<file path="config.mk">
export PLATFORM = sky130hd
export DESIGN_NAME = vector_cond_reg
export DESIGN_NICKNAME = d
export VERILOG_FILES = /design/src/rtl/vcr_pkg.sv /design/src/rtl/vcr_mask_gen.sv /design/src/rtl/vector_cond_reg.sv
export SDC_FILE = /design/constraint.sdc
export NUM_CORES = 1
export LEC_CHECK = 0
export ABC_AREA = 1
export CAP_MARGIN = 10
export CORE_MARGIN = 2
export CORE_UTILIZATION = 50
export CTS_CLUSTER_SIZE = 8
export DETAILED_ROUTE_END_ITERATION = 16
export PLACE_DENSITY = 0.83
export SLEW_MARGIN = 20
export SYNTH_ARGS = -nofsm -noshare
export SYNTH_HDL_FRONTEND = slang
export SYNTH_SLANG_ARGS = --single-unit
</file>
<file path="constraint.sdc">
create_clock -name clk -period 1.8 [get_ports clk]
set_input_delay 0.36 -clock clk [delete_from_list [all_inputs] [get_ports clk]]
set_output_delay 0.36 -clock clk [all_outputs]
set_load 0.1 [all_outputs]
</file>
<file path="src/rtl/vcr_pkg.sv">
// Shared types for the vector condition register: read condition codes,
// per-lane compare flags and the lane-count helper.
package Vcr_pkg;

    typedef enum logic [1:0] {
        VCR_ALWAYS = 2'b00,
        VCR_GT     = 2'b01,
        VCR_LT     = 2'b10,
        VCR_EQ     = 2'b11
    } Vcr_cond;

    // Matches the vcr_in lane layout {gt,lt} at [2i+1:2i].
    typedef struct packed {
        logic gt;
        logic lt;
    } Vcr_flags;

    function automatic int vcr_lanes(input int num_elems);
        return 2 * num_elems;
    endfunction

endpackage

</file>
<file path="src/rtl/vcr_mask_gen.sv">
// Combinational byte-lane mask from per-lane {gt,lt} flags and a condition code.
// A lane with both flags set reads as greater-than only.
module vcr_mask_gen
    import Vcr_pkg::*;
#(
    parameter int LANES = 16
) (
    input  logic [2*LANES-1:0] flags,
    input  logic [1:0]         cond,
    output logic [LANES-1:0]   mask
);

    Vcr_flags f;

    always_comb begin
        mask = '0;
        f    = '0;
        for (int i = 0; i < LANES; i++) begin
            f = Vcr_flags'(flags[2*i +: 2]);
            case (Vcr_cond'(cond))
                VCR_ALWAYS: mask[i] = 1'b1;
                VCR_GT:     mask[i] = f.gt;
                VCR_LT:     mask[i] = f.lt & ~f.gt;
                VCR_EQ:     mask[i] = ~f.gt & ~f.lt;
                default:    mask[i] = 1'b0;
            endcase
        end
    end

endmodule

</file>
<file path="src/rtl/vector_cond_reg.sv">
// Vector condition register: captures compare flags, tracks compares in flight,
// and answers conditional reads with a registered byte-lane mask one cycle later.
module vector_cond_reg
    import Vcr_pkg::*;
#(
    parameter  int NUM_ELEMS   = 8,
    parameter  int ELEM_SIZE   = 16,
    parameter  int MAX_PENDING = 2,
    localparam int LANES       = vcr_lanes(NUM_ELEMS),
    localparam int CNTW        = $clog2(MAX_PENDING + 1)
) (
    input  logic                 clk,
    input  logic                 reset,
    input  logic                 cmp_issue,
    input  logic                 write_vcr,
    input  logic [2*LANES-1:0]   vcr_in,
    input  logic                 rd_valid,
    input  logic [1:0]           rd_cond,
    output logic                 rd_ready,
    output logic                 mask_valid,
    output logic [LANES-1:0]     mask,
    output logic [CNTW-1:0]      pending,
    output logic                 err
);

    localparam logic [CNTW-1:0] PEND_MAX = CNTW'(MAX_PENDING);
    localparam logic [CNTW-1:0] PEND_ONE = CNTW'(1);

    // Byte lanes are half an element; only 16-bit elements are supported.
    if (ELEM_SIZE != 16) begin : g_elem_size_check
        $error("vector_cond_reg: ELEM_SIZE must be 16");
    end

    logic [2*LANES-1:0] vcr;
    logic [2*LANES-1:0] mask_src;
    logic [LANES-1:0]   mask_next;
    logic               accept;
    logic               inc;
    logic               dec;

    // A same-cycle issue is older than the read, so it always stalls the read.
    assign rd_ready = ~cmp_issue &
                      ((pending == '0) | ((pending == PEND_ONE) & write_vcr));
    assign accept   = rd_valid & rd_ready;
    assign inc      = cmp_issue & ~write_vcr;
    assign dec      = write_vcr & ~cmp_issue;
    assign mask_src = write_vcr ? vcr_in : vcr;

    vcr_mask_gen #(
        .LANES (LANES)
    ) u_mask_gen (
        .flags (mask_src),
        .cond  (rd_cond),
        .mask  (mask_next)
    );

    always_ff @(posedge clk or posedge reset) begin
        if (reset) begin
            pending <= '0;
            err     <= 1'b0;
        end else if (inc) begin
            if (pending == PEND_MAX) begin
                err <= 1'b1;
            end else begin
                pending <= pending + PEND_ONE;
            end
        end else if (dec) begin
            if (pending == '0) begin
                err <= 1'b1;
            end else begin
                pending <= pending - PEND_ONE;
            end
        end
    end

    always_ff @(posedge clk or posedge reset) begin
        if (reset) begin
            vcr <= '0;
        end else if (write_vcr) begin
            vcr <= vcr_in;
        end
    end

    always_ff @(posedge clk or posedge reset) begin
        if (reset) begin
            mask_valid <= 1'b0;
            mask       <= '0;
        end else begin
            mask_valid <= accept;
            if (accept) begin
                mask <= mask_next;
            end
        end
    end

endmodule

</file>
# Word-level counts from Yosys, hierarchy flattened
# Cells that the tools add are included.
[classes]
n_reduce_logical = 6
n_mul = 0
n_eq_ne = 8
n_addsub = 2
n_shift = 0
muxes = 25
n_div = 0
bitwise_logic = 72
order_cmp = 0
[op_table]
columns = ["operator", "n"]
rows = [
  ["$pmux 1 s4", 16],
  ["$and 1x1->1", 37],
  ["$not 1->1", 34],
  ["$mux 32", 1],
  ["$mux 2", 4],
  ["$eq 2x2->1 const B", 3],
  ["$reduce_and 3->1", 2],
  ["$eq 2x1->1 const B", 2],
  ["$logic_not 2->1", 2],
  ["$mux 1", 4],
  ["$ne 2x2->1 const B", 2],
  ["$reduce_bool 2->1", 2],
  ["$add 2x1->2 const B", 1],
  ["$ne 2x1->1 const B", 1],
  ["$sub 2x1->2 const B", 1],
  ["$or 1x1->1", 1],
]
[totals]
reg_bits = 52
ramBits = 0
input_bits = 39
latchBits = 0
word_cells = 118
rom_bits = 0
n_memories = 0

# Logic depth before layout (Yosys ltp)
# Gate-level depths: netlist of run 1.
[depth]
depth_word = 5
ltp_mapped = 9
mapped_depth_nobuf = 8

# Modules after synthesis
# Synthesis of run 1 repeated with hierarchy kept, for this count alone.
[unflattened]
hier_cells = 378
hier_area_um2 = 2737.6
[by_module_without_submodules]
columns = ["module", "seq_area_each_um2", "n_inst", "cells_each", "area_per_inst_um2"]
rows = [
  ["vector_cond_reg", 1301.2, 1, 244, 2163.3],
  ["vcr_mask_gen", 0.0, 1, 134, 574.3],
]

# Least setup slack after synthesis of run 1
# No wires, ideal clock.
[synth_path]
path_kind = "reg2out"
start = "reg pending[0]"
end = "out rd_ready"
stages_incl_launch_ff = 4
arrival_ns = 2.745
slack_ns = -1.305
path_cell_list = "dfrtp_1 -> ha_1 -> nand2_1 -> a21oi_1"
[synth_between]
elab_chain_cells = 4
elab_cells_between_ends = 5
cone_classes = "eq/ne (1); bitwise (3); reduce/logical (1)"
[synth_lines]
columns = ["item", "line_no", "text"]
rows = [
  ["from (decl)", "vector_cond_reg.sv:22", "output logic [CNTW-1:0] pending,"],
  ["from (signal assigned)", "vector_cond_reg.sv:65", "pending <= pending + PEND_ONE;"],
  ["from (signal assigned)", "vector_cond_reg.sv:71", "pending <= pending - PEND_ONE;"],
  ["$eq 2x1->1", "vector_cond_reg.sv:43", "((pending == '0) | ((pending == PEND_ONE) & write_vcr));"],
  ["$and 1x1->1", "vector_cond_reg.sv:43", ""],
  ["$or 1x1->1 (*)", "vector_cond_reg.sv:43", ""],
  ["$and 1x1->1 (*)", "vector_cond_reg.sv:42", "assign rd_ready = ~cmp_issue &"],
  ["to (decl)", "vector_cond_reg.sv:19", "output logic rd_ready,"],
]
# Every way passes the cells marked *; elsewhere a longest branch is shown, timed or not.

# Worst setup path in the final report of run 1
[layout_path]
start = "reg pending[1]"
end = "out rd_ready"
# Same word-level chain as after synthesis.

==> results of run 1 <==
cell usage after synthesis:
library cell | number | area share [%]
nand2_1 | 148 | 22
dfrtp_1 | 52 | 51
inv_1 | 40 | 5.9
nand3_1 | 32 | 6.3
a21oi_1 | 17 | 3.4
o21ai_1 | 10 | 2.0
o21ai_0 | 8 | 1.6
buf_2 | 6 | 1.2
ha_1 | 4 | 2.0
buf_4 | 3 | 0.89
buf_6 | 2 | 0.89
clkbuf_1 | 2 | 0.30
a21o_1 | 1 | 0.30
buf_1 | 1 | 0.15
inv_2 | 1 | 0.15
nand2_2 | 1 | 0.25
nand3b_2 | 1 | 0.44
nor2_1 | 1 | 0.15
nor2_2 | 1 | 0.25
xnor2_1 | 1 | 0.35
xor2_1 | 1 | 0.35
power breakdown:
| part | leakage [nW] | switching (mW) | internal, mW |
|---|---|---|---|
| Clock | 0.0645 | 0.364 | 0.491 |
| Combinational | 1.22 | 2.09 | 1.18 |
| Sequential | 0.617 | 0.237 | 1.43 |
flip-flops by register name (all words and copies together), names as in the netlist:
register    cells
err             1
mask           16
mask_valid      1
pending         2
vcr            32
per-layer routing:
metal | GRT usage (%) | vias up | wire length, um
met1 | 29.3 | 1062 | 2440
met4 | 6.43 | 0 | 39
met3 | 4.69 | 4 | 317
li1 | - | 1157 | -
met2 | 40.5 | 74 | 3100
met5 | 0 | - | 0
metrics by stage:
stage / setup WS, ns / hold WS (ns) / util [%] / power (mW) / instances
floorplan: -0.0977 / 0.456 / - / 3.64 / 333
global placement: 0.109 / 0.467 / 72.5 / 4.83 / 456
detailed placement: 0.0636 / 0.477 / 72.5 / 4.89 / 456
CTS: 0.0191 / 0.441 / 75.5 / 5.78 / 466
global route: -0.0301 / 0.449 / 75.8 / 6.04 / 468
finish: 0.0250 / 0.427 / 75.8 / 5.80 / 468
path summary, 6_finish.rpt:
path / startpoint / to / slack, ns / cells after the start
max in group asynchronous: reset / pending[1]$_DFFE_PP0P_ / 1.13 / 3
setup / recovery: pending[1]$_DFFE_PP0P_ / rd_ready / 0.02 / 5
min in group clk: vcr[20]$_DFF_PP0_ / vcr[20]$_DFF_PP0_ / 0.50 / 2
hold / removal: reset / vcr[9]$_DFF_PP0_ / 0.43 / 3
setup reg to reg: pending[1]$_DFFE_PP0P_ / mask[12]$_DFFE_PP0P_ / 0.31 / 9
hold reg to reg: vcr[20]$_DFF_PP0_ / vcr[20]$_DFF_PP0_ / 0.50 / 2
cell type report:
type	count	area, um^2
well taps	67	83.8
multi-input cells	226	1020
clock buffers	7	96.3
flip-flops and latches	52	1300
repair buffers	74	958
inverters	41	154
fillers	348	1170
clock inverters	1	30.0
cell families after synthesis:
family                   count (synthesis)
XOR/XNOR                                 2
AO/OA/AOI/OAI                           36
adder cells (fa/ha/maj)                  4
AND/OR/NAND/NOR                        184
buffers and inverters                   55
flip-flops                              52
critical path, cell delays in order, from the launching register on:
cell,delay (ns)
dfrtp_2,0.44
inv_2,0.09
ha_1,0.16
inv_1,0.09
a21oi_4,0.15
buf_12,0.18
repair_timing:
item | CTS | global route
cloned | 0 | 0
buffers inserted | 2 | 2
endpoints found under the setup margin | 1 | 1
hold buffers | 0 | 0
hold endpoints to repair | 0 | 0
pin swaps | 0 | 0
gates resized for setup | 0 | 1
==> results.md, run 1 <==
- Status: completed
- Vias in the first global route: between 2k and 2.5k
- Sequential share of the synthesized area: 51.3%
- Fmax achieved: 563 MHz
- Drt first pass iters: 4
- Largest net degree at the start of global routing: 53
- Die width: 75.2 um
- Starting DRC count in detailed routing: 102
- Commonest cells after routing, fill and taps aside: nand2_1 (147), dfrtp_1 (50), inv_1 (37), clkdlybuf4s50_1 (37), nand3_1 (32)
- Die Y: 75.2 um
- RePlAce Congestion: 0.788
- Synth Area per Inst: 7.61 um^2
- CTS tree: built
- Number of buffers created by CTS: 5
- Routed vias: 2297
- Required @ worst endpoint: around 1.4 ns
- Final WL: slightly below 6000 um
- CP Max Fanout: 3
- Pwr/cell area: about 1600 nW/um^2
- Global-route total usage across every layer: 23.1%
- Slew headroom: 75.8%
- Clk buf depth: 2
- Cells after Synth: 333
- Final ANT Viol Nets: 0
- Num Clock Sinks: 52
- Antenna violations before repair: 0
- Adder-cell share of the synthesized area: 1.97%
- Worst-Margin Slew: 0.360 ns
- Pins Over Slew Limit: 0
- Share of post-route cells with drive strength above 1: 14.2%
- Worst Hold Class: input pin to async pin
- Rows: 25
- Maximum vdd drop: 0.00105 V
- Synthesized-area fraction occupied by and/or/nand/nor cells: between 20% and 30%
- Distinct cells, synth: 21
- Die area: 5660 um^2
- Minimum clock period: 1.78 ns
- Finished Cell Area: 3650 um^2
- Pleak: roughly 1.9 nW
- Arrival @ worst endpoint: between 1 and 1.5 ns
- Core Area: 4820 um^2
- First-pass GRT wire length: 10100 um
- XOR/XNOR share of the synthesized area: 0.691%
- Synth Warn #: 0
- Most common cell after layout, fill and taps aside: nand2_1
- Clock Root Buffer: clkbuf_8
- Area Overhead vs Synth: 44.0%
- WL/cell: 12.6 um
- Multiplexer area fraction after synthesis: 0%
- CP Launch Type: register
- DRC: 0
- Synthesized area: around 2500 um^2
- Syn Nets: 376
- DR vias/cell: 4.91
- Post-DP Area: 3490 um^2
- N_diodes: 0
- Setup TNS: 0 ns
- Gr ovfl total: 0
- Clock skew: 0.00788 ns
- Effective utilization at floorplan: a little over half
- Critical Path End Type: output pin
- Max Cap Violations: 0
- Compound-gate portion of the synthesized area: ~7.2%
- Nets: 443
- Post-detail-place hpwl: 4060 um
- Worst-path clk slew: roughly 0.09 ns
- CP Class: register to output pin
- Final setup fails: 0
- Seq cells post-synth: 52
- IO Count: 60
- Final Hold Viols: 0
- H-tree Lvls: 2
- Port Buffer Count: 59
- Tcrit/Tclk final: a little over nine tenths
- Largest family of logic cells by synthesized area: simple AND/OR/NAND/NOR gates
- Clk_lat worst skew: 0.29 ns
Power figures use the tool's default switching activity.
==> run 2, diff against run 1 <==
--- a/config.mk
+++ b/config.mk
@@ -6,7 +6,7 @@
 export NUM_CORES = 1
 export LEC_CHECK = 0
 export ABC_AREA = 1
-export CAP_MARGIN = 10
+export CAP_MARGIN = 20
 export CORE_MARGIN = 2
 export CORE_UTILIZATION = 50
 export CTS_CLUSTER_SIZE = 8
==> results of run 2 <==
No change in the layout: final DEF, timing and power equal those of run 1.
==> run 3, diff against run 2 <==
--- a/config.mk
+++ b/config.mk
@@ -16,3 +16,4 @@
 export SYNTH_ARGS = -nofsm -noshare
 export SYNTH_HDL_FRONTEND = slang
 export SYNTH_SLANG_ARGS = --single-unit
+export TNS_END_PERCENT = 30
==> results of run 3 <==
No change in the layout: final DEF, timing and power equal those of run 1.
